<file path="config.mk">
export PLATFORM = sky130hd
export DESIGN_NAME = round_timer
export DESIGN_NICKNAME = d
export VERILOG_FILES = /design/src/rtl/round_timer.sv
export SDC_FILE = /design/constraint.sdc
export NUM_CORES = 1
export LEC_CHECK = 0
export ABC_AREA = 1
export BUFFER_PORTS_ARGS = -buffer_cell sky130_fd_sc_hd__buf_2
export CORE_UTILIZATION = 60
export DETAILED_ROUTE_END_ITERATION = 12
export GPL_TIMING_DRIVEN = 0
export MAX_ROUTING_LAYER = met4
export PLACE_DENSITY = 0.78
export SETUP_SLACK_MARGIN = 0.4
export SYNTH_ARGS = -nofsm -noshare
export SYNTH_HDL_FRONTEND = slang
export SYNTH_SLANG_ARGS = --single-unit
</file>
<file path="constraint.sdc">
create_clock -name clk -period 2.76 [get_ports clk]
set_input_delay 0.276 -clock clk [delete_from_list [all_inputs] [get_ports clk]]
set_output_delay 0.276 -clock clk [all_outputs]
set_load 0.01 [all_outputs]
</file>
<file path="src/rtl/round_timer.sv">
// round_timer: game-round timekeeper for a whack-a-mole style game.
// Counts a round of ROUND_SECS seconds, emitting a one-cycle tick_sec per
// elapsed second and a one-cycle step per mole step, whose period depends
// on the difficulty level latched when the round starts.
// Optional feature: define ROUND_TIMER_PAUSE_EN to honour the pause input;
// without it the pause port is present but ignored and PAUSED is never entered.
module round_timer #(
    parameter logic [27:0] TICK_MAX   = 28'd49_999_999,
    parameter logic [6:0]  ROUND_SECS = 7'd60
) (
    input  logic       clk,
    input  logic       reset,
    input  logic       start,
    input  logic       pause,
    input  logic [1:0] level,
    output logic       tick_sec,
    output logic       step,
    output logic [6:0] seconds_left,
    output logic [1:0] state,
    output logic       done
);

    typedef enum logic [1:0] {
        IDLE   = 2'd0,
        RUN    = 2'd1,
        PAUSED = 2'd2,
        DONE   = 2'd3
    } state_t;

    // Everything that advances together on an edge lives in one struct so the
    // register and next-state halves stay in lockstep.
    typedef struct packed {
        state_t      st;
        logic [27:0] sec_cnt;
        logic [27:0] step_cnt;
        logic [6:0]  secs;
        logic [1:0]  lvl;
        logic        tick;
        logic        stp;
    } timer_t;

    timer_t cur, nxt;

    logic        pause_eff;
    logic [27:0] step_reload;
    logic [27:0] step_reload_new;
    logic        sec_zero;
    logic        step_zero;

`ifdef ROUND_TIMER_PAUSE_EN
    assign pause_eff = pause;
`else
    // Port kept for pin compatibility; tying it off keeps PAUSED unreachable.
    assign pause_eff = pause & 1'b0;
`endif

    // Step period follows the level latched at start; a new start uses the
    // level presented on that same edge.
    assign step_reload     = TICK_MAX >> cur.lvl;
    assign step_reload_new = TICK_MAX >> level;
    assign sec_zero        = (cur.sec_cnt == 28'd0);
    assign step_zero       = (cur.step_cnt == 28'd0);

    // Next-state and pulse generation; pulses default low every cycle.
    always_comb begin
        nxt      = cur;
        nxt.tick = 1'b0;
        nxt.stp  = 1'b0;
        case (cur.st)
            IDLE, DONE: begin
                if (start) begin
                    nxt.st       = RUN;
                    nxt.sec_cnt  = TICK_MAX;
                    nxt.step_cnt = step_reload_new;
                    nxt.secs     = ROUND_SECS;
                    nxt.lvl      = level;
                end
            end
            RUN, PAUSED: begin
                if (pause_eff) begin
                    // Frozen: counters and seconds hold, no pulses.
                    nxt.st = PAUSED;
                end else begin
                    nxt.st       = RUN;
                    nxt.sec_cnt  = sec_zero  ? TICK_MAX    : cur.sec_cnt - 28'd1;
                    nxt.step_cnt = step_zero ? step_reload : cur.step_cnt - 28'd1;
                    nxt.stp      = step_zero;
                    if (sec_zero) begin
                        nxt.tick = 1'b1;
                        if (cur.secs <= 7'd1) begin
                            // Final second: round ends, a coincident step is dropped.
                            nxt.secs = 7'd0;
                            nxt.st   = DONE;
                            nxt.stp  = 1'b0;
                        end else begin
                            nxt.secs = cur.secs - 7'd1;
                        end
                    end
                end
            end
            default: nxt.st = IDLE;
        endcase
    end

    // State register with synchronous active-low reset clearing everything.
    always_ff @(posedge clk) begin
        if (!reset) begin
            cur.st       <= IDLE;
            cur.sec_cnt  <= 28'd0;
            cur.step_cnt <= 28'd0;
            cur.secs     <= 7'd0;
            cur.lvl      <= 2'd0;
            cur.tick     <= 1'b0;
            cur.stp      <= 1'b0;
        end else begin
            cur <= nxt;
        end
    end

    assign tick_sec     = cur.tick;
    assign step         = cur.stp;
    assign seconds_left = cur.secs;
    assign state        = cur.st;
    assign done         = (cur.st == DONE);

endmodule

</file>
# --- Yosys cells after proc, flatten, opt, wreduce, memory -nomap -nowiden ---
# Cells that the tools add are included.
word_totals:
  register_bits: 69
  wordCells: 36
classes:
  shifts: 2
  reduce_logical: 8
  muxes: 10
  n_addsub: 3
  eq_ne: 5
  magnitude_cmp: 1
ops:
  columns: ["operator", "count"]
  rows:
  - ["$pmux 65 s2", 1]
  - ["$mux 67", 1]
  - ["$logic_not 28->1", 2]
  - ["$mux 28", 2]
  - ["$shr 26x2->28 const A", 2]
  - ["$sub 28x1->28 const B", 2]
  - ["$mux 7", 2]
  - ["$le 7x1->1 const B", 1]
  - ["$sub 7x1->7 const B", 1]
  - ["$mux 2", 3]
  - ["$reduce_and 2->1", 3]
  - ["$eq 2x2->1 const B", 2]
  - ["$ne 2x2->1 const B", 2]
  - ["$reduce_or 2->1", 2]
  - ["$eq 2x1->1 const B", 1]
  - ["$logic_not 2->1", 1]
  - ["$mux 1", 1]

# --- Logic depth before layout (Yosys ltp) ---
depth:
  word_depth: 4
  ltp_mapped: 12
  ltp_nobuf: 12

# --- Worst setup path before layout ---
# Ideal clock, no wire load.
synth_timing:
  path_type: "reg-to-reg"
  startpoint: "reg cur, in the netlist state[0]"
  endpoint: "reg cur[40] (netlist name)"
  setup_slack_ns: 1.108
  path_buffers: 2
  period_less_slack_ns: 1.652
  required_ns: 2.628
  stages_incl_launch_ff: 8
  arrival_time_ns: 1.520
  cell_sequence: "dfxtp_1 ha_1 nor2_4 inv_2 buf_4 buf_2 o21ai_0 a21oi_1"
synth_via:
  elab_chain_len: 3
synth_rtl:
  columns: ["item", "line_no", "source"]
  rows:
  - ["start: declaration", "42", "timer_t cur, nxt;"]
  - ["start signal: assignment", "116", "cur <= nxt;"]
  - ["$eq 2x1->1 (tied with other cells)", "69", "case (cur.st)"]
  - ["$reduce_or 2->1", "69", null]
  - ["$pmux 65 s2 / $ne 2x2->1 (equally long branches)", null, null]
# Parallel ways exist; a longest one is shown, timed or not.
# A chain may end at the register's enable or synchronous reset.

# --- Worst setup path after layout ---
layout_timing:
  startpoint: "reg cur, in the netlist state[1]"
  endpoint: "reg cur[15] (netlist name)"
# Same word-level chain as after synthesis.

==> flow_summary_export.csv <==
group,metric,value,unit
synthesis,synth_edf_count,0,
clock_network,numClockSinks,69,
worst_setup_path,crit_chain,"ha_1 -> nor2_4 -> inv_2 -> clkbuf_1 -> o21ai_0 -> a21oi_1 -> nor2_1",
power_and_ir_drop,power.density,617,mW/mm2
worst_setup_path,critPathMaxFanout,10,
power_and_ir_drop,clockPowerShare,0.344,
timing,slew_headroom,0.517,
final_layout,finalNetCount,758,
clock_network,cts_made_buffers,9,
routing,vias_per_cell,5.51,
final_layout,fillers,683,
die,core-area,0.00721,mm2
clock_network,cts_root_buf,"clkbuf_8",
clock_network,cts_hold_buf,0,
clock_network,htreeDepth,3,
synthesis,yosys-top-cells-area,"dfxtp_1 31%, nand2_1 16%, nor2_1 8.7%, inv_1 7.6%, nand3_1 6.2%",
worst_setup_path,critPathArrivalTime,2360,ps
worst_setup_path,max_stage_delay,520,ps
grt,met1_usage,0.417,
power_and_ir_drop,p_int,1.99,mW
routing,drcViolationCount,0,
routing,ant_nets,0,
synthesis,yosysTopAreaCell,"dfxtp_1",
worst_setup_path,crit_type,"register to register",
synthesis,synth_nets,731,
synthesis,synthCells,720,
timing,slew_viol_final,0,
clock_network,cts_tree,"built",
placed_design,portBuffers,16,
timing,tightest_slew,725,ps
worst_setup_path,cp.required,2970,ps
clock_network,clock_tree.buffer_depth,2,
die,rows,31,
timing,layout_min_cycle_time,2150,ps
routing,totalWireLength,12700,um
synthesis,synth.distinct_cells,40,
power_and_ir_drop,vdd_drop_max,0.000401,V
final_layout,layout_commonest_cell,"nand2_1",
placed_design,preCtsSetupSlack,660,ps
clock_network,post-cts-setup-buffers,0,
routing,first_pass_iters,5,
worst_setup_path,cp_slowest_cell,"ha_1",
grt,busiest_layer,"met2",
timing,finClkSkew,9.47,ps
power_and_ir_drop,power.switching,1.05,mW
timing,tns,0,ps
worst_setup_path,end_kind,"register",
timing,setup_viol,0,
power_and_ir_drop,swShare,0.345,
routing,dr_total_vias,4689,
timing,finalCritPeriodShare,0.779,
synthesis,synth_area_per_cell,6.20,um2
timing,grt_setup_unrepaired,"false",
placed_design,gp_congestion,0.952,
power_and_ir_drop,seqPwrFrac,0.384,
placed_design,hpwlAfterDp,9580,um
grt,grt_pass1_vias,4358,
synthesis,yosys_register_bits,69,
clock_network,clk_pin_slew_worst_paths,80,ps
power_and_ir_drop,totalPowerFinal,3.03,mW
grt,grt_usage,0.358,
timing,max_freq,465,MHz
power_and_ir_drop,p_leak,2.31,nW
die,die_w,88.2,um
final_layout,area_delta_synth_final,10.1,%
flow_run,cap_viol_max_count,0,
power_and_ir_drop,p_comb_frac,0.272,
worst_setup_path,reg2reg_setup_slack,610,ps
timing,final_hold_viol_count,0,
outcome,status,"completed",
die,die_area,0.00779,mm2
synthesis,netlist_area,0.00446,mm2
grt,gr-usage-met2,0.608,
grt,grt_first_pass_wirelength,20600,um
final_layout,antenna_cells,0,
synthesis,ys_warn_count,0,
timing,finalWorstSetupSlack,609,ps
routing,routedWlPerCell,14.9,um
grt,grt_use_met3,0.0588,
synthesis,synth_ff_type,"dfxtp_1",
die,start_util,0.619,
min_path,hold_class,"primary input to register",
die,ios,18,
routing,first_iter_violations,322,
final_layout,final_cell_mix,"185 x nand2_1, 103 x nor2_1, 90 x inv_1, 69 x dfxtp_1, 55 x nand3_1",
grt,grt_max_degree,13,
synthesis,yosysSeqAreaShare,0.310,
die,dieHeight,88.2,um
final_layout,drive_gt1_frac,0.108,
worst_setup_path,cp-start-kind,"register",
synthesis,synth_top_area_share,0.310,
clock_network,ctsResizeCount,0,
synthesis,async_flop_share,0,
grt,overflow,0,
clock_network,insertion_delay,350,ps
grt,antenna_found_initial,0,
[power by group through the flow]
stage               registers, mW  clock network, mW  logic (mW)
detailed placement           1.18                  0       0.807
CTS                          1.16               1.05       0.813
global route                 1.18               1.09       0.931
global placement             1.18                  0       0.793
finish                       1.17               1.04       0.825
floorplan                    1.16                  0       0.633
[flip-flops by register name (all words and copies together), names as in the netlist]
register	cells
cur	58
seconds_left	7
state	2
step	1
tick_sec	1
[final timing paths]
path,cells after the start,endpoint,startpoint
setup reg to reg,7,cur[15],state[1]
setup / recovery,7,cur[15],state[1]
hold / removal,3,step,reset
hold reg to reg,2,cur[64],cur[64]
[worst max-delay path: cells and delay by family (launching register included)]
family / cells / cell delay (ps)
buf+inv: 2 / 670
flops: 1 / 340
simple gates: 2 / 200
compound gates: 2 / 280
fa+ha+maj: 1 / 520
[per-stage QoR]
stage / hold WS, ps / instance area (um2) / instances / util
global route: 226 / 4920 / 851 / 0.681
finish: 217 / 4920 / 851 / 0.681
global placement: 467 / 4670 / 835 / 0.647
CTS: 212 / 4920 / 851 / 0.681
floorplan: 433 / 4460 / 720 / -
detailed placement: 471 / 4670 / 835 / 0.647
[final cells by class]
type                            count  area [um2]  area share
Multi-Input combinational cell    530        2570       0.522
Sequential cell                    69        1380       0.281
Inverter                           95         358      0.0728
Buffer                             26         158      0.0321
Clock buffer                       11         141      0.0288
Tap cell                           99         124      0.0252
Clock inverter                      5         108      0.0219
Timing Repair Buffer               16        80.1      0.0163
[layer usage]
layer  wire (um)  vias up
met4         462        0
met3         660       38
met2        6100      165
met5           0        -
met1        5430     2157
li1            -     2329
[logic make-up (layout without fill, tap and decap cells)]
group	after synthesis	count (layout)	share of synthesized area
buf+inv	121	153	0.115
compound gates	100	100	0.123
simple gates	399	399	0.387
xor+xnor	26	26	0.0510
fa+ha+maj	5	5	0.0140
flops	69	69	0.310
[cells in the mapped netlist (2+ instances only)]
master / count
a211oi_1: 3
a21oi_1: 46
a31oi_1: 5
buf_2: 3
buf_4: 11
buf_6: 2
clkbuf_1: 9
dfxtp_1: 69
ha_1: 5
inv_1: 90
inv_2: 3
nand2_1: 185
nand2_2: 6
nand3_1: 55
nand3b_1: 4
nand4_1: 13
nor2_1: 103
nor2_2: 11
nor2_4: 5
nor3_1: 10
o21ai_0: 33
o21ai_1: 2
o22ai_1: 3
or2_2: 4
xnor2_1: 5
xor2_1: 21
No activity file was read; power rests on OpenSTA's default activity.
